==> config.mk <==
export PLATFORM = sky130hd
export DESIGN_NAME = jtbubl_rom_slot
export DESIGN_NICKNAME = d
export VERILOG_FILES = /design/src/rtl/jtbubl_rom_pkg.sv /design/src/rtl/jtbubl_rom_line.sv /design/src/rtl/jtbubl_rom_slot.sv
export SDC_FILE = /design/constraint.sdc
export NUM_CORES = 1
export LEC_CHECK = 0
export CELL_PAD_IN_SITES_DETAIL_PLACEMENT = 1
export CELL_PAD_IN_SITES_GLOBAL_PLACEMENT = 2
export CORE_ASPECT_RATIO = 1.75
export CORE_MARGIN = 4
export CORE_UTILIZATION = 33
export CTS_CLUSTER_DIAMETER = 60
export DETAILED_ROUTE_END_ITERATION = 10
export HOLD_SLACK_MARGIN = 0.03
export PLACE_DENSITY_LB_ADDON = 0.12
export SLEW_MARGIN = 10
export SYNTH_ARGS = -nofsm -noshare
export SYNTH_HDL_FRONTEND = slang
export SYNTH_SLANG_ARGS = --single-unit
==> constraint.sdc <==
create_clock -name clk -period 2.6 [get_ports clk]
set_input_delay 0.52 -clock clk [delete_from_list [all_inputs] [get_ports clk]]
set_output_delay 0.52 -clock clk [all_outputs]
set_load 0.1 [all_outputs]
==> src/rtl/jtbubl_rom_pkg.sv <==
// Shared definitions for the jtbubl ROM read slots: FSM encoding,
// per-region SDRAM offsets and the line-to-SDRAM address mapping.
package jtbubl_rom_pkg;

  typedef enum logic [1:0] {
    IDLE = 2'd0,
    REQ  = 2'd1,
    WAIT = 2'd2
  } state_t;

  localparam logic [21:0] MAIN_OFFSET = 22'h0;
  localparam logic [21:0] SND_OFFSET  = 22'h1_0000;
  localparam logic [21:0] GFX1_OFFSET = 22'h1_4000;
  localparam logic [21:0] GFX2_OFFSET = 22'h5_4000;

  // One line is 32 bits, i.e. two 16-bit SDRAM words; wraps modulo 2^22.
  function automatic logic [21:0] line_to_sdram(input logic [21:0] offset,
                                                input logic [21:0] line);
    return offset + {line[20:0], 1'b0};
  endfunction

endpackage

==> src/rtl/jtbubl_rom_line.sv <==
// One cache entry of a ROM slot: tag, valid bit, 32-bit line data,
// tag match and the DW-bit lane multiplexer.
module jtbubl_rom_line #(
  parameter int DW = 8,
  parameter int LW = 15,
  parameter int SW = 2
) (
  input  logic          clk,
  input  logic          rst_n,
  input  logic          i_clr,
  input  logic          i_wr_en,
  input  logic [LW-1:0] i_wr_tag,
  input  logic [31:0]   i_wr_data,
  input  logic [LW-1:0] i_line,
  input  logic [SW-1:0] i_sel,
  output logic          o_match,
  output logic [DW-1:0] o_lane
);

  logic          r_valid;
  logic [LW-1:0] r_tag;
  logic [31:0]   r_data;
  logic [31:0]   w_shift;

  always_ff @(posedge clk) begin
    if (!rst_n) begin
      r_valid <= 1'b0;
      r_tag   <= '0;
      r_data  <= '0;
    end else if (i_clr) begin
      r_valid <= 1'b0;
    end else if (i_wr_en) begin
      r_valid <= 1'b1;
      r_tag   <= i_wr_tag;
      r_data  <= i_wr_data;
    end
  end

  assign o_match = r_valid && (r_tag == i_line);

  // Lowest select value lives in the least significant lane.
  assign w_shift = r_data >> (DW * int'(i_sel));
  assign o_lane  = w_shift[DW-1:0];

endmodule

==> src/rtl/jtbubl_rom_slot.sv <==
// SDRAM read slot with a 2-entry LRU line cache; converts client
// addr/cs into 32-bit line fetches over the req/ack/data_rdy bus.
module jtbubl_rom_slot
  import jtbubl_rom_pkg::*;
#(
  parameter int          AW     = 17,
  parameter int          DW     = 8,
  parameter logic [21:0] OFFSET = 22'h0
) (
  input  logic          clk,
  input  logic          rst_n,
  input  logic          flush,
  input  logic          cs,
  input  logic [AW-1:0] addr,
  output logic          ok,
  output logic [DW-1:0] dout,
  output logic          req,
  output logic [21:0]   sdram_addr,
  input  logic          ack,
  input  logic          data_rdy,
  input  logic [31:0]   data_read
);

  localparam int SW = (DW == 8) ? 2 : 1;
  localparam int LW = AW - SW;

  if (DW != 8 && DW != 16) begin : g_bad_dw
    $error("jtbubl_rom_slot: DW must be 8 or 16");
  end

  state_t        r_state;
  logic          r_lru;
  logic          r_drop;
  logic [LW-1:0] r_pend_tag;

  logic [LW-1:0] w_line;
  logic [SW-1:0] w_sel;
  logic [1:0]    w_match;
  logic [DW-1:0] w_lane [2];
  logic          w_any_match;
  logic          w_hit;
  logic          w_fill;
  logic          w_byp;
  logic [31:0]   w_byp_shift;
  logic [DW-1:0] w_byp_lane;
  logic [DW-1:0] w_hit_lane;

  assign w_line = addr[AW-1:SW];
  assign w_sel  = addr[SW-1:0];

  // A fetch that saw a flush at any point is dropped: its data predates the download.
  assign w_fill = (r_state == WAIT) && data_rdy && !flush && !r_drop;

  for (genvar gi = 0; gi < 2; gi++) begin : g_line
    jtbubl_rom_line #(
      .DW(DW),
      .LW(LW),
      .SW(SW)
    ) u_line (
      .clk      (clk),
      .rst_n    (rst_n),
      .i_clr    (flush),
      .i_wr_en  (w_fill && (r_lru == 1'(gi))),
      .i_wr_tag (r_pend_tag),
      .i_wr_data(data_read),
      .i_line   (w_line),
      .i_sel    (w_sel),
      .o_match  (w_match[gi]),
      .o_lane   (w_lane[gi])
    );
  end

  assign w_any_match = |w_match;
  assign w_hit       = cs && !flush && w_any_match;
  assign w_hit_lane  = w_match[0] ? w_lane[0] : w_lane[1];
  assign w_byp       = w_fill && cs && (w_line == r_pend_tag);
  assign w_byp_shift = data_read >> (DW * int'(w_sel));
  assign w_byp_lane  = w_byp_shift[DW-1:0];

  always_ff @(posedge clk) begin
    if (!rst_n) begin
      r_state    <= IDLE;
      r_lru      <= 1'b0;
      r_drop     <= 1'b0;
      r_pend_tag <= '0;
      ok         <= 1'b0;
      dout       <= '0;
      req        <= 1'b0;
      sdram_addr <= '0;
    end else begin
      if (w_byp) begin
        ok   <= 1'b1;
        dout <= w_byp_lane;
      end else if (w_hit) begin
        ok   <= 1'b1;
        dout <= w_hit_lane;
      end else begin
        ok <= 1'b0;
      end

      // A fill outranks a same-edge hit: LRU must point away from the new line.
      if (w_fill)
        r_lru <= ~r_lru;
      else if (w_hit)
        r_lru <= w_match[0];

      if (flush && r_state != IDLE)
        r_drop <= 1'b1;

      case (r_state)
        IDLE: begin
          if (cs && !flush && !w_any_match) begin
            r_pend_tag <= w_line;
            sdram_addr <= line_to_sdram(OFFSET, 22'(w_line));
            req        <= 1'b1;
            r_drop     <= 1'b0;
            r_state    <= REQ;
          end
        end
        REQ: begin
          if (ack) begin
            req     <= 1'b0;
            r_state <= WAIT;
          end
        end
        WAIT: begin
          if (data_rdy)
            r_state <= IDLE;
        end
        default: r_state <= IDLE;
      endcase
    end
  end

endmodule

==> parameters.txt, run 1 <==
Parameter                              Value

Status
  Status ... completed

Clocking
  Number of CTS-inserted buffers ... 17
  CTS tree ... built
  Clock tree buffer depth ... 2
  # clock sinks ... 125
  Clock-pin slew on the worst setup and hold paths ... about 0.050 ns
  Clock H-tree levels ... 4
  Latest clock arrival within the worst-skew pair ... 0.42 ns
  Library cell used as clock root buffer ... clkbuf_16

Finish
  Area growth from synthesis to layout ... 35.72%
  Layout Utilization ... 0.4558
  Inserted Diodes ... 0
  Most frequent cells in the layout ... nand2_1, dfxtp_1, a21boi_0, buf_4, clkdlybuf4s50_1
  Count of placed standard cells in the final layout, fillers left out ... 1077
  Final instance area ... 8229 sq um
  Ratio of cells with drive above 1 in the final layout ... 0.2171
  Leading cell type in the layout, fill and taps excluded ... nand2_1
  Final #Nets ... roughly 890

Synthesis
  Count of flip-flops with a built-in enable after synthesis ... 0
  Async set-or-reset flop fraction in the synthesized netlist ... 0
  Sequential element share of the synthesized area ... 0.4127
  Synth cell types ... 45
  Count of yosys warnings during synthesis ... 0
  Dominant register cell in the synthesized netlist ... dfxtp_1
  Largest cells by area after synthesis ... dfxtp_1, nand2_1, a21boi_0
  Most area-hungry cell type in the Yosys netlist ... dfxtp_1
  Total standard cell area after synthesis ... 6063 sq um
  Number of register bits inferred by synthesis ... 125
  Post-synthesis cell count ... 706
  Portion of synthesized cell area occupied by the leading cell type ... 0.4127
  Synthesized area divided by synthesized cell count ... 8.588 sq um

Setup path
  Kind of capture point of the worst setup path ... flip-flop
  Cell at the slowest stage of the critical path ... or4_4
  CP Buf/Inv Count ... 2
  Critical Path Start Type ... primary input
  Path type of the worst setup path ... in2reg
  Data required time of the critical path ... 2.91 ns
  Kind of cell adding the most delay to the critical path ... simple AND/OR/NAND/NOR gates
  Longest individual stage delay on the worst path ... 0.58 ns
  Worst Path Max Fanout ... 5
  Data arrival at the endpoint of the critical path ... approximately 2.8 ns
  CP cell instances ... dlygate4sd2_1, xnor2_2, nand4_1, buf_4, or4_4, mux2_4, mux2i_4, o22ai_2, a21o_1

Pwr
  Leakage dissipation ... 2.998 nW
  PD cells ... 599.7 nW/um^2
  Worst IR drop on VDD ... 0.0002913 V

Placed design
  Placed Cells ... 1031
  Buffers added on ports ... slightly below 80
  Total half-perimeter wirelength after legalization and detailed placement ... 14660 microns
  Final RePlAce weighted congestion ... about 0.8
  Area of placed instances ... 7388 sq um
  Pre-CTS WS ... -0.7288 ns

Floorplan
  Die W ... 110.5 microns
  Floorplan Core Area ... around 18000 sq um
  Die Y ... roughly 190 microns
  I/O pins ... 87
  Initial core utilization ... 0.3358
  Die ar. ... approximately 21000 sq um
  Number of cell rows ... 65

STA
  Fmax ... 395.8 MHz
  Share of the clock period used by the worst path ... 0.9719
  Final worst clock skew ... 0.008924 ns
  Worst path setup slack after routing ... 0.07316 ns
  Number of endpoints with negative hold slack in the final report ... 0
  Measured slew at the worst slew-check pin ... between 0.5 and 0.6 ns
  Post-layout minimum cycle time ... 2.527 ns
  Hold_ws ... 0.4647 ns
  Slew Viols, Final ... 0
  Setup Viol. Count Final ... 0
  Max-slew headroom ... 0.6326

GRT
  First-pass GRT wire length ... 32890 microns
  Met2 global-route usage ... 0.3873
  Antenna violations before repair ... 0
  Grt total ovfl ... 0
  Pin count of the biggest net entering global routing ... 66
  Global routing's busiest layer ... met2
  GRT Util Overall ... 0.2008
  Vias in the first global route ... 5946
  Global routing met1 resource utilization ... 0.2087
  Met3 capacity usage during global routing ... 0.04176

Routing
  Residual DRC count ... 0
  Final Routed Wirelength ... 20750 microns
  Per-cell routed wire length ... 19.27 microns
  Initial DRC Count ... 194
  Number of detailed-routing iterations run before antenna repair ... 4
  Vias post-DR ... 5434
  DRT antenna net count ... 0
  Via/cell ratio ... 5.045

Flow run
  Maximum capacitance violations ... 0

Worst hold path
  Hold/Removal Path Class ... reg2reg
==> registers in the layout, summed over array words and instances, names as in the netlist <==
| signal | count |
|---|---|
| g_line.u_line.r_data | 64 |
| ok | 1 |
| req | 1 |
| r_lru | 1 |
| dout | 8 |
| r_drop | 1 |
| r_state | 2 |
| r_pend_tag | 15 |
| g_line.u_line.r_tag | 30 |
| g_line.u_line.r_valid | 2 |
==> cell usage after synthesis (2+ instances only) <==
cell type and n:
nor3_1 8, a21oi_1 11, o21ai_0 5, nand3_1 3, xor2_1 12, or4_1 2
a21boi_0 96, nor4_1 7, nor2b_1 21, dfxtp_1 125, xnor2_1 33, and2_1 2
nor4_2 2, buf_2 3, o22ai_1 9, mux2i_1 22, clkbuf_1 40, and3_1 8
mux2_4 3, a211o_1 3, nand2b_1 12, buf_4 7, nand2_1 210, a211oi_1 2
nor4b_1 5, buf_1 3, nand4_1 11, o21a_1 3, mux4_2 12, nor2_1 11
==> per-stage QoR <==
step | total power (W) | TNS, ns
finish | 0.004935 | 0
global route | 0.005096 | -0.002097
detailed placement | 0.002549 | -17.91
global placement | 0.002542 | -16.69
floorplan | 0.002309 | 0
CTS | 0.004981 | 0
==> power breakdown <==
group	total, W	leakage [nW]	switching [W]	internal [W]
Sequential	0.00196	1.01	0.0000269	0.00194
Clock	0.00242	0.295	0.000888	0.00153
Combinational	0.000554	1.69	0.000331	0.000223
Total	0.00493	3.00	0.00125	0.00369
==> kinds of logic (layout without fill, tap and decap cells) <==
kind of cell / after synthesis / after routing / synth area share
buffers and inverters: 55 / 185 / 0.04024
AOI/OAI and AO/OA: 134 / 134 / 0.1603
and+or+nand+nor: 308 / 309 / 0.2309
other: 1 / 7 / 0.0006185
xor gates and xnor gates: 45 / 45 / 0.06500
muxes: 38 / 38 / 0.09018
DFF: 125 / 125 / 0.4127
==> worst reg2reg max path, stage by stage (launching register included) <==
cell,delay [ns]
dfxtp_1,0.32
xnor2_1,0.17
buf_4,0.14
nand4_1,0.14
buf_4,0.19
or4_4,0.61
mux2_4,0.34
mux2i_4,0.16
o22ai_2,0.09
a21o_1,0.20
==> worst paths after layout <==
check	startpoint	end	slack [ns]	cells past startpoint
worst min register to register	g_line[1].u_line.r_data[2]	g_line[1].u_line.r_data[2]	0.46	2
worst max-delay path	addr[5]	dout[5]	0.07	9
worst min-delay path	g_line[1].u_line.r_data[2]	g_line[1].u_line.r_data[2]	0.46	2
worst max register to register	g_line[0].u_line.r_tag[9]	dout[5]	0.12	9
==> cell type report <==
type	count	area (sq um)
flip-flops and latches	125	2514
clock inverters	11	141.4
repair buffers	152	1339
well taps	234	292.8
clock buffers	21	450.4
fillers	2145	9826
inverters	1	3.754
multi-input cells	533	3488
==> repair_timing <==
action / 4_1_cts / 5_1_grt
resized for setup: 26 / 20
gates cloned: 1 / 1
setup buffers: 8 / 4
setup endpoints to repair: 28 / 24
pin swaps: 15 / 14
hold buffers: 0 / 0
==> metal layers <==
layer	wire (microns)	vias to the layer above
met2	11690	96
met1	8013	2679
met4	433	0
met3	617	26
li1	-	2633
met5	0	-
No activity file was read; power rests on OpenSTA's default activity.
==> inputs of run 2 (changes only) <==
--- a/config.mk
+++ b/config.mk
@@ -9,7 +9,7 @@
 export CELL_PAD_IN_SITES_GLOBAL_PLACEMENT = 2
 export CORE_ASPECT_RATIO = 1.75
 export CORE_MARGIN = 4
-export CORE_UTILIZATION = 33
+export CORE_UTILIZATION = 35
 export CTS_CLUSTER_DIAMETER = 60
 export DETAILED_ROUTE_END_ITERATION = 10
 export HOLD_SLACK_MARGIN = 0.03
==> constraint.sdc (replaced) <==
create_clock -name clk -period 3.2 [get_ports clk]
set_input_delay 0.64 -clock clk [delete_from_list [all_inputs] [get_ports clk]]
set_output_delay 0.64 -clock clk [all_outputs]
set_load 0.1 [all_outputs]
==> parameters.txt, run 2 (synthesis gave the netlist of run 1 again) <==
Parameter                              Value

Status
  Status ... completed

Finish
  Ratio of cells with drive above 1 in the final layout ... 0.1552 (-0.06191)
  Count of placed standard cells in the final layout, fillers left out ... 1039 (-3.5%)
  Area taken by multi-input logic gates ... 3347 sq um (-4.1%)
  Flip-flop count of the largest register after layout ... 64 (unchanged)
  Regs by FF count ... g_line.u_line.r_data: 64 flops, g_line.u_line.r_tag: 30 flops, r_pend_tag: 15 flops
  Inserted Diodes ... 0 (unchanged)
  Area growth from synthesis to layout ... 30.73%
  Sequential cell area ... 2502 sq um (-0.45%)
  Final instance area ... 7926 sq um (-3.7%)
  Largest register by flop count ... g_line.u_line.r_data
  Leading cell type in the layout, fill and taps excluded ... nand2_1
  Most frequent cells in the layout ... nand2_1, dfxtp_1, a21boi_0, buf_4, clkdlybuf4s50_1
  Number of fillers in the final layout ... 1994 (-7.0%)
  Final #Nets ... 854 (-3.5%)

STA
  Final worst clock skew ... 0.01002 ns (+0.001101 ns)
  Measured slew at the worst slew-check pin ... 0.6396 ns (+0.08852 ns)
  Share of the clock period used by the worst path ... 0.9776
  Setup Viol. Count Final ... 0 (unchanged)
  Number of endpoints with negative hold slack in the final report ... 0 (unchanged)
  Fmax ... 319.7 MHz
  Worst path setup slack after routing ... 0.07170 ns (-0.001464 ns)
  Slew Viols, Final ... 0 (unchanged)
  Post-layout minimum cycle time ... 3.128 ns
  Max-slew headroom ... 0.5736 (-0.05901)
  Unrepaired setup endpoints after global routing ... no

Floorplan
  Floorplan Core Area ... 16950 sq um (-6.1%)
  I/O pins ... 87 (unchanged)
  Number of cell rows ... 63 (-3.1%)
  Die W ... 107.5 microns (-2.7%)
  Die Y ... 182.1 microns (-2.8%)
  Die ar. ... 19580 sq um (-5.4%)
  Initial core utilization ... 0.3578 (+0.02194)

Clocking
  Number of gates resized after CTS ... 0 (-100%)
  Latest clock arrival within the worst-skew pair ... 0.41 ns (about the same)
  CTS tree ... built
  Number of CTS-inserted buffers ... 17 (unchanged)
  Clock tree buffer depth ... 2 (unchanged)
  # clock sinks ... 125 (unchanged)
  Hold_buf cts ... 0 (unchanged)
  Clock-pin slew on the worst setup and hold paths ... 0.05 ns (about the same)
  Library cell used as clock root buffer ... clkbuf_16
  Setup Fix Bufs, Post-CTS ... 0 (-8)
  Clock H-tree levels ... 4 (unchanged)

Placed design
  Placed Cells ... 1007 (-2.3%)
  Final RePlAce weighted congestion ... 0.7977 (-2.2%)
  Buffers added on ports ... 79 (unchanged)
  Pre-CTS WS ... -0.3628 ns (+0.3660 ns)
  Area of placed instances ... 7228 sq um (-2.2%)
  Total half-perimeter wirelength after legalization and detailed placement ... 14260 microns (-2.7%)

Setup path
  Longest individual stage delay on the worst path ... 0.68 ns (+0.10 ns)
  Worst reg2reg startpoint ... g_line[0].u_line.r_tag[13]
  CP Buf/Inv Count ... 2 (unchanged)
  CP cell instances ... clkdlybuf4s50_1, xnor2_1, nand4_1, or4_4, buf_12, a21oi_1, nor3_1, a2111oi_0, a211o_1
  Data required time of the critical path ... 3.55 ns (+0.64 ns)
  Critical Path Source ... addr[15]
  Setup slack of the most critical reg-to-reg path ... 0.60 ns (+0.48 ns)
  Cell at the slowest stage of the critical path ... or4_4
  Worst Path Max Fanout ... 7 (+2)
  Critical Path Start Type ... primary input
  Kind of capture point of the worst setup path ... flip-flop
  Data arrival at the endpoint of the critical path ... 3.48 ns (+0.65 ns)
  Kind of cell adding the most delay to the critical path ... simple AND/OR/NAND/NOR gates
  Path type of the worst setup path ... in2reg

Routing
  DRT antenna net count ... 0 (unchanged)
  Length of routed met3 wiring ... 498 microns (-19%)
  Routed met2 length ... 11180 microns (-4.4%)
  Via/cell ratio ... 5.086 (+0.80%)
  Initial DRC Count ... 167 (-14%)
  Vias post-DR ... 5284 (-2.8%)
  Number of detailed-routing iterations run before antenna repair ... 4 (unchanged)
  Met1 Routed Length ... 7697 microns (-3.9%)
  Highest Signal Layer ... met4
  Residual DRC count ... 0 (unchanged)
  Per-cell routed wire length ... 18.96 microns (-1.6%)
  Final Routed Wirelength ... 19700 microns (-5.0%)

Pwr
  Worst IR drop on VDD ... 0.0003388 V (+16%)
  PD cells ... 541.3 nW/um^2 (-9.7%)
  Leakage dissipation ... 2.799 nW (-6.6%)

Worst hold path
  Start point of the worst min-delay path ... g_line[0].u_line.r_data[15]
  Hold/Removal Path Class ... reg2reg

Flow run
  Maximum capacitance violations ... 0 (unchanged)

GRT
  GRT Util Overall ... 0.2076 (+0.006867)
  Vias in the first global route ... 5803 (-2.4%)
  Pin count of the biggest net entering global routing ... 49 (-26%)
  Grt total ovfl ... 0 (unchanged)
  Antenna violations before repair ... 0 (unchanged)
  First-pass GRT wire length ... 31440 microns (-4.4%)
==> run 2: area by class of cell <==
type                       instances  share of cell area
inverter                           1           0.0004736
sequential                       125              0.3157
clock inverter                    12             0.02920
multi-input combinational        532              0.4223
timing repair buffer             122              0.1376
tap                              227             0.03583
clock buffer                      20             0.05888
==> run 2: per-stage QoR <==
step	TNS [ns]	utilization	hold WS [ns]	total power [W]
finish	0	0.4677	0.4626	0.004290
global route	0	0.4677	0.4837	0.004436
CTS	0	0.4677	0.4681	0.004347
detailed placement	-5.742	0.4265	0.4569	0.002050
global placement	-4.620	0.4265	0.4480	0.002045
floorplan	0	-	0.4400	0.001875
==> run 2: where the power goes <==
group	switching [W]	total [W]	internal [W]
Clock	0.000743	0.00228	0.00153
Sequential	0.0000225	0.00159	0.00157
Combinational	0.000255	0.000419	0.000164
==> run 2: tightest hold or removal path, delay by kind of cell (launching register included) <==
family / cells / cell delay, ns
flops: 1 / 0.31
compound gates: 1 / 0.06
simple gates: 1 / 0.05
==> run 2: path summary, 6_finish.rpt <==
path	endpoint	cells after the start
setup / recovery	dout[1]	9
setup reg to reg	dout[1]	8
hold / removal	g_line[0].u_line.r_data[15]	2
hold reg to reg	g_line[0].u_line.r_data[15]	2
==> run 2: routing by layer <==
layer | vias to the layer above | track usage
met5 | - | 0
met4 | 0 | 0.06825
met3 | 25 | 0.03434
met2 | 87 | 0.4013
met1 | 2616 | 0.2224
li1 | 2556 | -
==> inputs of run 3 (changes only) <==
--- a/config.mk
+++ b/config.mk
@@ -7,13 +7,13 @@
 export LEC_CHECK = 0
 export CELL_PAD_IN_SITES_DETAIL_PLACEMENT = 1
 export CELL_PAD_IN_SITES_GLOBAL_PLACEMENT = 2
-export CORE_ASPECT_RATIO = 1.75
+export CORE_ASPECT_RATIO = 0.9
 export CORE_MARGIN = 4
 export CORE_UTILIZATION = 35
 export CTS_CLUSTER_DIAMETER = 60
 export DETAILED_ROUTE_END_ITERATION = 10
 export HOLD_SLACK_MARGIN = 0.03
-export PLACE_DENSITY_LB_ADDON = 0.12
+export PLACE_DENSITY = 0.89
 export SLEW_MARGIN = 10
 export SYNTH_ARGS = -nofsm -noshare
 export SYNTH_HDL_FRONTEND = slang
==> parameters.txt, run 3 (synthesis gave the netlist of run 1 again) <==
Parameter                              Value

Placed design
  Buffers added on ports ... 79 (unchanged)
  Final RePlAce weighted congestion ... 0.8524 (+6.9%)
  Total half-perimeter wirelength after legalization and detailed placement ... 13530 microns (-5.1%)
  Placed Cells ... 1011 (+0.40%)
  Area of placed instances ... 7246 sq um (+0.24%)

Setup path
  Data arrival at the endpoint of the critical path ... 3.21 ns (-0.27 ns)
  Cell at the slowest stage of the critical path ... or4_4
  CP cell instances ... clkdlybuf4s50_1, xnor2_1, nand4_1, or4_4, mux2_4, mux2i_1, o22ai_1, a211o_1
  Setup slack of the most critical reg-to-reg path ... 0.72 ns (+0.12 ns)
  R2r worst-path depth ... 7 (-1)
  Worst reg2reg startpoint ... g_line[0].u_line.r_tag[2]
  FF-to-FF End ... dout[3]
  Data required time of the critical path ... 3.51 ns (-0.04 ns)
  Kind of capture point of the worst setup path ... flip-flop
  Longest individual stage delay on the worst path ... 0.63 ns (-0.05 ns)
  Worst Path Max Fanout ... 10 (+3)
  Critical Path Source ... addr[2]
  Path type of the worst setup path ... in2reg
  Critical Path Start Type ... primary input
  CP endpoint ... dout[3]

Clocking
  Clock H-tree levels ... 4 (unchanged)
  # clock sinks ... 125 (unchanged)
  Number of gates resized after CTS ... 0 (unchanged)
  Latest clock arrival within the worst-skew pair ... 0.42 ns (about the same)
  Clock-pin slew on the worst setup and hold paths ... 0.06 ns (about the same)
  CTS tree ... built
  Hold_buf cts ... 0 (unchanged)
  Setup Fix Bufs, Post-CTS ... 0 (unchanged)
  Library cell used as clock root buffer ... clkbuf_16
  Number of CTS-inserted buffers ... 17 (unchanged)
  Clock tree buffer depth ... 2 (unchanged)

Pwr
  Total internal power ... 0.002975 W (-9.0%)
  Switching power share of the total ... 0.2626 (+0.02488)
  Leakage dissipation ... 2.751 nW (-1.7%)
  P_sw ... 0.001060 W (+3.9%)
  Worst IR drop on VDD ... 0.0003434 V (+1.3%)
  PD cells ... 513.3 nW/um^2 (-5.2%)
  Clock network power share ... 0.499 (-0.032)
  Reg power frac ... 0.395 (+0.023)
  Part of the total power dissipated in combinational logic ... 0.106 (+0.008)

Floorplan
  Die Y ... 132.9 microns (-27%)
  Die W ... 146.7 microns (+37%)
  Number of cell rows ... 45 (-29%)
  Die ar. ... 19500 sq um (-0.41%)
  Initial core utilization ... 0.3578 (unchanged)
  Floorplan Core Area ... 16950 sq um (unchanged)
  I/O pins ... 87 (unchanged)

Finish
  Inserted Diodes ... 0 (unchanged)
  Leading cell type in the layout, fill and taps excluded ... nand2_1
  Most frequent cells in the layout ... nand2_1, dfxtp_1, a21boi_0, buf_4, clkdlybuf4s50_1
  Largest register by flop count ... g_line.u_line.r_data
  Regs by FF count ... g_line.u_line.r_data: 64 flops, g_line.u_line.r_tag: 30 flops, r_pend_tag: 15 flops
  Final instance area ... 7860 sq um (-0.84%)
  Flip-flop count of the largest register after layout ... 64 (unchanged)
  Ratio of cells with drive above 1 in the final layout ... 0.1510 (-0.004182)
  Final #Nets ... 850 (-0.47%)
  Area growth from synthesis to layout ... 29.63%
  Count of placed standard cells in the final layout, fillers left out ... 1043 (+0.38%)

Routing
  DRT antenna net count ... 0 (unchanged)
  Residual DRC count ... 0 (unchanged)
  Vias post-DR ... 5377 (+1.8%)
  Initial DRC Count ... 372 (+120%)
  Via/cell ratio ... 5.155 (+1.4%)
  Number of detailed-routing iterations run before antenna repair ... 4 (unchanged)
  Per-cell routed wire length ... 18.74 microns (-1.2%)
  Final Routed Wirelength ... 19550 microns (-0.78%)

Worst hold path
  Hold/Removal Path Class ... reg2reg

GRT
  Met3 capacity usage during global routing ... 0.04966 (+0.01532)
  First-pass GRT wire length ... 31090 microns (-1.1%)
  Antenna violations before repair ... 0 (unchanged)
  Grt total ovfl ... 0 (unchanged)
  GRT Util Overall ... 0.2028 (-0.004864)
  Pin count of the biggest net entering global routing ... 126 (+160%)
  Vias in the first global route ... 5713 (-1.6%)
  Met2 global-route usage ... 0.3292 (-0.07214)
  Global routing met1 resource utilization ... 0.2681 (+0.04566)
  Global routing's busiest layer ... met2

Status
  Status ... completed

STA
  Share of the clock period used by the worst path ... 0.9053 (-0.07231)
  Fmax ... 345.2 MHz (+8.0%)
  Post-layout minimum cycle time ... 2.897 ns (-0.2314 ns)
  Setup Viol. Count Final ... 0 (unchanged)
  Slew Viols, Final ... 0 (unchanged)
  Measured slew at the worst slew-check pin ... 0.6368 ns (-0.002812 ns)
  Max-slew headroom ... 0.5755 (+0.001875)
  Unrepaired setup endpoints after global routing ... no
  Number of endpoints with negative hold slack in the final report ... 0 (unchanged)
  Final worst clock skew ... 0.01119 ns (+0.001165 ns)

Flow run
  Maximum capacitance violations ... 0 (unchanged)
[run 3: through the flow]
stage,power [W],hold WS [ns],util,worst slack (ns),setup TNS [ns]
after floorplan,0.001875,0.4400,-,0.5251,0
after global placement,0.002041,0.4471,0.4275,-0.008732,-0.01218
after detailed placement,0.002049,0.4580,0.4275,-0.08316,-0.2872
after CTS,0.004070,0.4688,0.4638,0.3212,0
after global routing,0.004161,0.4852,0.4638,0.1914,0
final,0.004035,0.4680,0.4638,0.3031,0
[run 3: metal layers]
metal  routed length (microns)  part of all wire
met5                         0                 0
met4                       371             0.019
met3                       803             0.041
met2                      9209              0.47
met1                      9165              0.47
[run 3: worst min-delay path by stage]
stage                                      from                          end  slack (ns)  cells past startpoint
floorplan           g_line[1].u_line.r_data[21]  g_line[1].u_line.r_data[21]        0.44                      2
global placement    g_line[1].u_line.r_data[30]  g_line[1].u_line.r_data[30]        0.45                      2
detailed placement  g_line[1].u_line.r_data[21]  g_line[1].u_line.r_data[21]        0.46                      2
CTS                  g_line[0].u_line.r_data[4]   g_line[0].u_line.r_data[4]        0.47                      2
global route        g_line[1].u_line.r_data[27]  g_line[1].u_line.r_data[27]        0.49                      2
finish               g_line[0].u_line.r_data[3]   g_line[0].u_line.r_data[3]        0.47                      2
[run 3: critical path, delay by kind of cell]
| family | cells | cell delay, ns |
|---|---|---|
| AOI/OAI and AO/OA | 2 | 0.43 |
| and+or+nand+nor | 2 | 0.81 |
| muxes | 2 | 0.48 |
| xor gates and xnor gates | 1 | 0.32 |
| buffers and inverters | 1 | 0.53 |
[run 3: power by group through the flow]
stage	combinational, W	sequential, W	clock (W)
2_1_floorplan	0.000178	0.00170	0
3_3_place_gp	0.000415	0.00163	0
3_5_place_dp	0.000421	0.00163	0
4_1_cts	0.000425	0.00159	0.00205
5_1_grt	0.000446	0.00160	0.00212
6_report	0.000427	0.00159	0.00201
[run 3: layout make-up]
class	instances	area, sq um
Tap cell	235	294.0
Sequential cell	125	2502
Timing Repair Buffer	118	1099
Multi-Input combinational cell	532	3347
Clock buffer	17	425.4
Clock inverter	15	188.9
Fill cell	1974	9087
Inverter	1	3.754
==> RTL change (config.mk and constraints of run 2) <==
`AW`: 17 -> 34.
--- a/src/rtl/jtbubl_rom_slot.sv
+++ b/src/rtl/jtbubl_rom_slot.sv
@@ -5,3 +5,3 @@
 #(
-  parameter int          AW     = 17,
+  parameter int          AW     = 34,
   parameter int          DW     = 8,
Interface: changed (resized addr); port bits go from 87 to 104. The function was not compared with the original's and may differ.
==> RTL change against run 2 <==
  * Power rose by 16%
  * Worst setup slack improved by 0.024 ns
  * Critical path depth rose by 1
  * Sequential cell count grew 51
  * Count of clock-buffer cells in the layout rose by 4
  * Routed wire length up 46%
  * Synthesized area is 36% higher
  * Design area grew 31%
==> RTL change: results (changes against run 2) <==
Parameter                              Value

Cells and area
  Net count reported at finish ... 1162 (was 854)
  Area of the multi-input gates ... 0.00420 mm² (was 0.00335 mm²)
  Area share of buffers outside the clock network ... 15.7% (was 13.8%)
  Fraction of final layout cells sized beyond drive strength 1 ... 16.0% (was 15.5%)
  Non-clock buffer total of the final layout ... 179 (was 122)
  Non-clk invs ... 17 (was 1)
  Sequential cell area ... 0.00352 mm² (was 0.00250 mm²)
  Final-layout clock buffer total ... 24 (was 20)
  Count of fill cells added during filler insertion ... 2726 (was 1994)

Yosys
  Synth Area in Compound Gates ... 11.5% (was 16.0%)
  Most frequent cells after synthesis ... sky130_fd_sc_hd__nand2_1 (266), sky130_fd_sc_hd__dfxtp_1 (176), sky130_fd_sc_hd__a21oi_1 (136), sky130_fd_sc_hd__xnor2_1 (60), sky130_fd_sc_hd__clkbuf_1 (46) (was sky130_fd_sc_hd__nand2_1 (210), sky130_fd_sc_hd__dfxtp_1 (125), sky130_fd_sc_hd__a21boi_0 (96), sky130_fd_sc_hd__clkbuf_1 (40), sky130_fd_sc_hd__xnor2_1 (33))
  Largest cells by area after synthesis ... sky130_fd_sc_hd__dfxtp_1 (43%), sky130_fd_sc_hd__nand2_1 (12%), sky130_fd_sc_hd__a21oi_1 (8.3%) (was sky130_fd_sc_hd__dfxtp_1 (41%), sky130_fd_sc_hd__nand2_1 (13%), sky130_fd_sc_hd__a21boi_0 (12%))
  Number of library cell types mapped by synthesis ... 52 (was 45)

Route
  Met3 Routed Length ... 947 µm (was 498 µm)
  Detail Route met2 WL ... 15700 µm (was 11200 µm)
  Wire per inst ... 20.5 µm (was 19.0 µm)

Setup path
  Capture point of the critical path ... r_pend_tag[23]$_SDFFE_PN0P_ (was dout[1]$_SDFFE_PN0P_)
  Crit path required time ... 3.54 ns (was 3.55 ns)
  Minimum setup slack among reg-to-reg paths ... 0.54 ns (was 0.60 ns)
  Worst Reg2Reg Path Length in Cells ... 10 (was 8)
  Data arrival time of the critical path ... 3.44 ns (was 3.48 ns)
  Critical path startpoint ... addr[24] (was addr[15])
  Worst flop-to-flop path startpoint ... g_line[0].u_line.r_tag[20]$_SDFFE_PN0P_ (was g_line[0].u_line.r_tag[13]$_SDFFE_PN0P_)
  Master of the slowest instance on the critical path ... sky130_fd_sc_hd__or4_1 (was sky130_fd_sc_hd__or4_4)

Global route
  Met1 demand-to-capacity share in global routing ... 23.1% (was 22.2%)
  Met3 track demand over resource in global routing ... 4.31% (was 3.43%)
  Pin count of the biggest net entering global routing ... 58 (was 49)

Power
  Design internal power ... 3730 µW (was 3270 µW)
  Power of the clock network ... 2120 µW (was 2280 µW)
  Max rail drop VDD ... 0.000314 V (was 0.000339 V)

Clock network
  Clock sink count ... 176 (was 125)
  Insertion delay of the later-clocked pin in the worst-skew pair ... 0.45 ns (was 0.41 ns)

Placed design
  Count of buffers inserted at the top-level ports ... 102 (was 79)
  DP Wirelength ... 21100 µm (was 14300 µm)

Outcome
  Status ... finished clean (unchanged)

Timing
  Worst slew margin relative to its limit ... 60.3% (was 57.4%)
## RTL change: cells by family (layout without fill, tap and decap cells)
logic type | after synthesis | after routing
flip-flops | 176 | 176
AND/OR/NAND/NOR | 372 | 372
multiplexers | 60 | 60
XOR/XNOR | 91 | 91
AO/OA/AOI/OAI | 175 | 175
buffers and inverters | 98 | 225
other | 1 | 1
## RTL change: per-stage QoR
step                      instance area (µm²)  power (µW)  instances  util (%)
after CTS                               10400        5050       1404      44.7
after detailed placement                 9790        2910       1375      42.1
after global routing                    10400        5170       1404      44.7
after global placement                   9790        2910       1375      42.1
final                                   10400        4980       1404      44.7
after floorplan                          8230        2630        973         -
## RTL change: tightest hold or removal path, delay by kind of cell, from the launching register on
family             cells  cell delay (ns)
DFF                    1             0.31
and+or+nand+nor        1             0.05
AOI/OAI and AO/OA      1             0.05
## RTL change: repair_timing
| action | in CTS | in global routing |
|---|---|---|
| gates resized for setup | 1 | 0 |
| setup endpoints to repair | 40 | 0 |
| setup buffers | 0 | 0 |
